--- src/rtl/cp0_unit.sv ---
// Coprocessor 0: SR/Cause/EPC/PRId register file with precise exception and
// interrupt entry, eret return, and an immediate request to flush/redirect fetch.
module cp0_unit #(
    parameter logic [31:0] HANDLER_ADDR = 32'h0000_4180,
    parameter logic [31:0] PRID_VALUE   = 32'h2024_0007
) (
    input  logic        clk,
    input  logic        rst,
    input  logic [4:0]  cp0_addr,
    input  logic [31:0] cp0_wd,
    input  logic        cp0_we,
    output logic [31:0] cp0_rd,
    input  logic [31:0] vpc,
    input  logic        bd_in,
    input  logic        exc_in,
    input  logic [4:0]  exccode_in,
    input  logic [5:0]  hw_int,
    input  logic        eret,
    output logic        req,
    output logic [31:0] handler_pc,
    output logic [31:0] epc_out
);
    localparam logic [4:0] ADDR_SR    = 5'd12;
    localparam logic [4:0] ADDR_CAUSE = 5'd13;
    localparam logic [4:0] ADDR_EPC   = 5'd14;
    localparam logic [4:0] ADDR_PRID  = 5'd15;

    logic [5:0]  sr_im_q, sr_im_d;
    logic        sr_exl_q, sr_exl_d;
    logic        sr_ie_q, sr_ie_d;
    logic        cause_bd_q, cause_bd_d;
    logic [5:0]  cause_ip_q, cause_ip_d;
    logic [4:0]  cause_exc_q, cause_exc_d;
    logic [31:0] epc_q, epc_d;

    logic int_req;
    logic exc_req;
    logic unused_wd_bits;

    assign unused_wd_bits = ^{cp0_wd[31:16], cp0_wd[9:2]};

    assign int_req = (|(hw_int & sr_im_q)) & sr_ie_q & ~sr_exl_q;
    assign exc_req = exc_in & ~sr_exl_q;
    // Gated by reset so an exception flagged while in reset cannot redirect fetch.
    assign req     = rst & (int_req | exc_req);

    assign handler_pc = HANDLER_ADDR;
    assign epc_out    = epc_q;

    always_comb begin
        sr_im_d     = sr_im_q;
        sr_exl_d    = sr_exl_q;
        sr_ie_d     = sr_ie_q;
        cause_bd_d  = cause_bd_q;
        cause_ip_d  = hw_int;
        cause_exc_d = cause_exc_q;
        epc_d       = epc_q;
        if (req) begin
            sr_exl_d    = 1'b1;
            cause_exc_d = int_req ? 5'd0 : exccode_in;
            cause_bd_d  = bd_in;
            epc_d       = bd_in ? (vpc - 32'd4) : vpc;
        end else begin
            if (cp0_we) begin
                case (cp0_addr)
                    ADDR_SR: begin
                        sr_im_d  = cp0_wd[15:10];
                        sr_exl_d = cp0_wd[1];
                        sr_ie_d  = cp0_wd[0];
                    end
                    ADDR_EPC: epc_d = cp0_wd;
                    default: ;
                endcase
            end
            // eret overrides any EXL value written in the same cycle.
            if (eret) begin
                sr_exl_d = 1'b0;
            end
        end
    end

    always_ff @(posedge clk or negedge rst) begin
        if (!rst) begin
            sr_im_q     <= '0;
            sr_exl_q    <= 1'b0;
            sr_ie_q     <= 1'b0;
            cause_bd_q  <= 1'b0;
            cause_ip_q  <= '0;
            cause_exc_q <= '0;
            epc_q       <= '0;
        end else begin
            sr_im_q     <= sr_im_d;
            sr_exl_q    <= sr_exl_d;
            sr_ie_q     <= sr_ie_d;
            cause_bd_q  <= cause_bd_d;
            cause_ip_q  <= cause_ip_d;
            cause_exc_q <= cause_exc_d;
            epc_q       <= epc_d;
        end
    end

    always_comb begin
        cp0_rd = 32'd0;
        case (cp0_addr)
            ADDR_SR:    cp0_rd = {16'd0, sr_im_q, 8'd0, sr_exl_q, sr_ie_q};
            ADDR_CAUSE: cp0_rd = {cause_bd_q, 15'd0, cause_ip_q, 3'd0, cause_exc_q, 2'd0};
            ADDR_EPC:   cp0_rd = epc_q;
            ADDR_PRID:  cp0_rd = PRID_VALUE;
            default:    cp0_rd = 32'd0;
        endcase
    end
endmodule

--- config.mk ---
export PLATFORM = sky130hd
export DESIGN_NAME = cp0_unit
export DESIGN_NICKNAME = d
export VERILOG_FILES = /design/src/rtl/cp0_unit.sv
export SDC_FILE = /design/constraint.sdc
export NUM_CORES = 1
export LEC_CHECK = 0
export BUFFER_PORTS_ARGS = -buffer_cell sky130_fd_sc_hd__buf_2
export CAP_MARGIN = 20
export CELL_PAD_IN_SITES_DETAIL_PLACEMENT = 0
export CELL_PAD_IN_SITES_GLOBAL_PLACEMENT = 2
export CORE_MARGIN = 1
export CORE_UTILIZATION = 27
export DETAILED_ROUTE_END_ITERATION = 10
export PLACE_DENSITY_LB_ADDON = 0.1
export SETUP_SLACK_MARGIN = 0.2
export SKIP_LAST_GASP = 1
export SLEW_MARGIN = 5
export SYNTH_ARGS = -nofsm -noshare
export SYNTH_HDL_FRONTEND = slang
export SYNTH_SLANG_ARGS = --single-unit
--- constraint.sdc ---
create_clock -name clk -period 3.87 [get_ports clk]
set_input_delay 0.5805 -clock clk [delete_from_list [all_inputs] [get_ports clk]]
set_output_delay 0.5805 -clock clk [all_outputs]
set_load 0.01 [all_outputs]
### Word-level counts from Yosys, hierarchy flattened

Index checks and enable logic that the tools add are counted.

| operators by class | value |
|---|---|
| $add $sub $neg | 1 |
| equal/unequal tests | 4 |
| muxes and demuxes | 10 |
| bitwise operators | 8 |
| reductions and logical operators | 8 |

Operators by type and width:

| cell | count |
|---|---|
| $mux 32 | 4 |
| $pmux 32 s4 | 1 |
| $sub 32x3->32 const B | 1 |
| $eq 5x4->1 const B | 4 |
| $and 6x6->6 | 1 |
| $reduce_bool 3->1 | 2 |
| $reduce_or 6->1 | 1 |
| $mux 5 | 1 |
| $and 1x1->1 | 4 |
| $mux 1 | 4 |
| $reduce_and 2->1 | 2 |
| $reduce_bool 2->1 | 2 |
| $reduce_and 3->1 | 1 |
| $not 1->1 | 2 |
| $or 1x1->1 | 1 |

| word-level totals | value |
|---|---|
| flip-flop bits (word level) | 52 |
| input port bits | 86 |
| output and inout port bits | 97 |
| logic and storage cells | 38 |

### Logic depth before layout (Yosys ltp)

| depth | value |
|---|---|
| depth after elaboration | 8 |
| gate-level depth with buffers | 7 |
| mapped depth without buffers | 7 |

### Least setup slack after synthesis

Ideal clock, no wire load.

| path | value |
|---|---|
| path kind | input-to-reg |
| from | input vpc[26] |
| to | register epc_q[31] (netlist: epc_out[31]) |
| library setup time | 0.142 ns |
| data arrival time | 2.141 ns |
| required time | 3.728 ns |
| slack | 1.587 ns |
| cell stages on the path | 5 |
| buffers on the path | 0 |
| path through | or4_1 or4b_1 nor4_1 xnor2_1 mux2i_1 |

| on the way | value |
|---|---|
| longest elaborated chain between the ends | 3 |

RTL lines:

| item | line | RTL |
|---|---|---|
| from (decl) | 13 | `input logic [31:0] vpc,` |
| $sub 32x3->32 | 62 | `epc_d = bd_in ? (vpc - 32'd4) : vpc;` |
| $mux 32 | 62 |  |
| $mux 32 | 58 | `if (req) begin` |
| to (signal assigned) | 98 | `epc_q <= epc_d;` |
| to (decl) | 34 | `logic [31:0] epc_q, epc_d;` |

No other way between the ends.
A chain may end at the register's enable or synchronous reset.

### Final worst setup path

| path | value |
|---|---|
| from | input cp0_addr[0] |
| to | output cp0_rd[31] |

| on the way | value |
|---|---|
| longest elaborated chain between the ends | 2 |
| elaborated cells on any way between the ends | 5 |
| classes of those cells | eq/ne (4); mux (1) |

RTL lines:

| item | line | RTL |
|---|---|---|
| from (decl) | 9 | `input logic [4:0] cp0_addr,` |
| $eq 5x4->1 | 104 | `case (cp0_addr)` |
| $pmux 32 s4 (*) | 104 |  |
| to (decl) | 12 | `output logic [31:0] cp0_rd,` |

Mark *: on every way between the ends. The rest lies on a longest branch, timed or not.

==> impl_metrics.csv <==
group,metric,value,unit
cts,postCtsSetupBuffers,0,
logic_synthesis,synth-edff-count,0,
timing,tightest_slew,851.5,ps
timing,max_freq,385.6,MHz
finish,final_util,0.3594,
cts,cts_buffers,5,
timing,hold_viol_final,0,
logic_synthesis,synth-seq-cells,52,
timing,skew,8.050,ps
timing,final.min_clock_period,2594,ps
global_routing,grt_antenna_before_repair,0,
worst_setup_path,critPathMostFrequentCell,"buf_2",
finish,synthToLayoutAreaGrowth,27.98,%
detailed_routing,routedLengthMet1,5093,microns
worst_setup_path,critPathLaunchType,"input port",
timing,rsz0062_at_grt,"false",
detailed_routing,via_per_inst,4.436,
logic_synthesis,yosysSeqAreaShare,0.3794,
power,p_seq_frac,0.443,
power,clkPwrFrac,0.277,
timing,final_max_slew_viol_count,0,
worst_hold_path,hp-class,"in2reg",
placement,place_ws,1210,ps
logic_synthesis,async_reset_ff_frac,1.000,
timing,setup_tns,0,ps
finish,drive_gt1_frac,0.3524,
timing,setup-violations-final,0,
power,peakVddDrop,0.2093,mV
logic_synthesis,netlist_area,3430,sq um
cts,cts.repair.resized,0,
detailed_routing,wirelength,10550,microns
timing,setup_ws,1276,ps
detailed_routing,num_vias,2999,
worst_setup_path,cpPeakStageDelay,730,ps
die,die_y,114.7,microns
timing,maxSlewHeadroom,0.4311,
global_routing,grt_max_degree,53,
power,power_density,384.7,nW/um^2
finish,num-nets-final,594,
detailed_routing,wl_met3,574,microns
worst_setup_path,path_class,"in2out",
cts,hold_buffers,0,
placement,gp_congestion,0.7337,
logic_synthesis,synthCells,365,
cts,clk_latency,290,ps
detailed_routing,first_pass_iters,4,
cts,root_buffer,"clkbuf_16",
placement,dpl.hpwl,8063,microns
worst_setup_path,crit_arrival,2010,ps
global_routing,grt_pass1_vias,2966,
power,internal_power,1121,uW
power,swShare,0.3361,
detailed_routing,wl_per_cell,15.60,microns
worst_setup_path,critPathBufInv,2,
power,p_leak,0.002147,uW
global_routing,grt_pass1_wl,16220,microns
cts,h-tree-depth,2,
detailed_routing,ant_nets,0,
logic_synthesis,synth_top_flop_cell,"dfrtp_1",
worst_setup_path,crit_chain,"buf_2 > nor2b_1 > a22oi_1 > nor2_1 > buf_2",
detailed_routing,routed.top_layer,"met4",
logic_synthesis,synth_area_leaders,"dfrtp_1, mux2i_1, buf_4",
die,die_w,114.7,microns
die,pin_count,183,
cts,cts.sinks,52,
outcome,status,"finished clean",
worst_setup_path,path_delay_family,"simple AND/OR/NAND/NOR gates",
logic_synthesis,yosysWarnings,0,
power,p_total,1688,uW
timing,period_share,0.6702,
detailed_routing,drc,0,
logic_synthesis,yosysTopAreaCellShare,0.3794,
worst_setup_path,path_max_fanout,15,
die,core_area,12210,sq um
worst_setup_path,slowest_stage,"nor2b_1",
worst_setup_path,critPathCaptureType,"output pin",
logic_synthesis,yosys.cell_types.count,36,
power,power_frac_comb,0.280,
placement,portBuffers,150,
die,rows,40,
worst_setup_path,cp.required,3290,ps
cts,clk_pin_slew_worst_paths,70,ps
die,initial_core_util,0.2808,
global_routing,grt_usage,0.1602,
power,p_switching,567.4,uW
die,dieArea,13160,sq um
detailed_routing,drtIter0Drc,120,
cts,clk_path_buf_depth,2,
detailed_routing,wl_met2,4826,microns
global_routing,grt-ovfl-total,0,
cts,tritoncts,"done",
run,cap_violations,0,
finish,antenna_cells,0,
logic_synthesis,postSynthAreaPerCell,9.396,sq um
logic_synthesis,synth_top_cell_by_area,"dfrtp_1",
==> synthesized netlist by cell type, types with 8 or more instances <==
cell and number:
mux2i_1 59, dfrtp_1 52, nor2_1 46, buf_4 32
xnor2_1 24, a21oi_1 21, and3_1 16, nand2_1 14
clkbuf_1 13, nor4_1 11, nor3_1 9, a22oi_1 8
==> layout make-up <==
class | count | area, sq um
tap | 168 | 210.2
sequential | 52 | 1301
timing repair buffer | 156 | 795.8
inverter | 4 | 15.01
clock inverter | 3 | 25.02
multi-input combinational | 288 | 1917
fill | 1329 | 7823
clock buffer | 5 | 125.1
==> power groups by stage <==
stage	clock [uW]	combinational [uW]	sequential [uW]
floorplan	0	253	774
global placement	0	478	760
detailed placement	0	481	757
CTS	488	481	749
global route	509	528	765
finish	468	472	749
==> stage by stage <==
| stage | cell area, sq um | cells | hold slack [ps] |
|---|---|---|---|
| final | 4389 | 676 | 411.1 |
| after global routing | 4389 | 676 | 397.9 |
| after CTS | 4389 | 676 | 401.5 |
| after detailed placement | 4239 | 668 | 493.1 |
| after global placement | 4239 | 668 | 488.2 |
| after floorplan | 3542 | 395 | 284.9 |
==> cell usage in the layout, fill, tap and decap left out, drive strengths merged, types with 6 or more instances in the layout <==
cell and count:
nor4 11, nor3 9, o21ai 6, xnor2 24, a21oi 21, nand2 14, a22oi 8, mux2i 59
dfrtp 52, inv 6, conb 32, and3 16, mux2 7, nor2 46, buf 156
==> kinds of logic after synthesis <==
kind of cell	count (synthesis)	synth area share
other	2	0.002190
and+or+nand+nor	119	0.1758
xor gates and xnor gates	27	0.06895
muxes	66	0.1952
AOI/OAI and AO/OA	43	0.07588
DFF	52	0.3794
adders and majority gates	1	0.003648
buffers and inverters	55	0.09887
==> path summary, 6_finish.rpt <==
kind / to / slack (ps) / start / cells after the start
worst max-delay path: cp0_rd[31] / 1280 / cp0_addr[0] / 5
worst min-delay path: cause_ip_q[1] / 410 / hw_int[1] / 1
max in group asynchronous: cause_ip_q[1] / 2970 / rst / 2
worst max register to register: sr_ie_q / 1720 / sr_im_q[3] / 6
worst min register to register: cause_exc_q[4] / 510 / cause_exc_q[4] / 1
min in group asynchronous: cause_exc_q[4] / 450 / rst / 2
==> state kept, by name (all words and copies together) (netlist names) <==
name and flops:
epc_out 32, cause_ip_q 6, sr_im_q 6, cause_exc_q 5, cause_bd_q 1, sr_exl_q 1, sr_ie_q 1
==> worst reg2reg max path, delay by kind of cell, from the launching register on <==
family,cells,cell delay (ps)
muxes,1,400
buffers and inverters,1,120
and+or+nand+nor,1,530
AOI/OAI and AO/OA,3,600
DFF,1,390
==> routing by layer <==
layer | global-route usage | up-vias
li1 | - | 1501
met1 | 0.2270 | 1386
met2 | 0.2570 | 110
met3 | 0.02594 | 2
met4 | 0.03377 | 0
met5 | 0 | -
No activity file was read; power rests on OpenSTA's default activity.
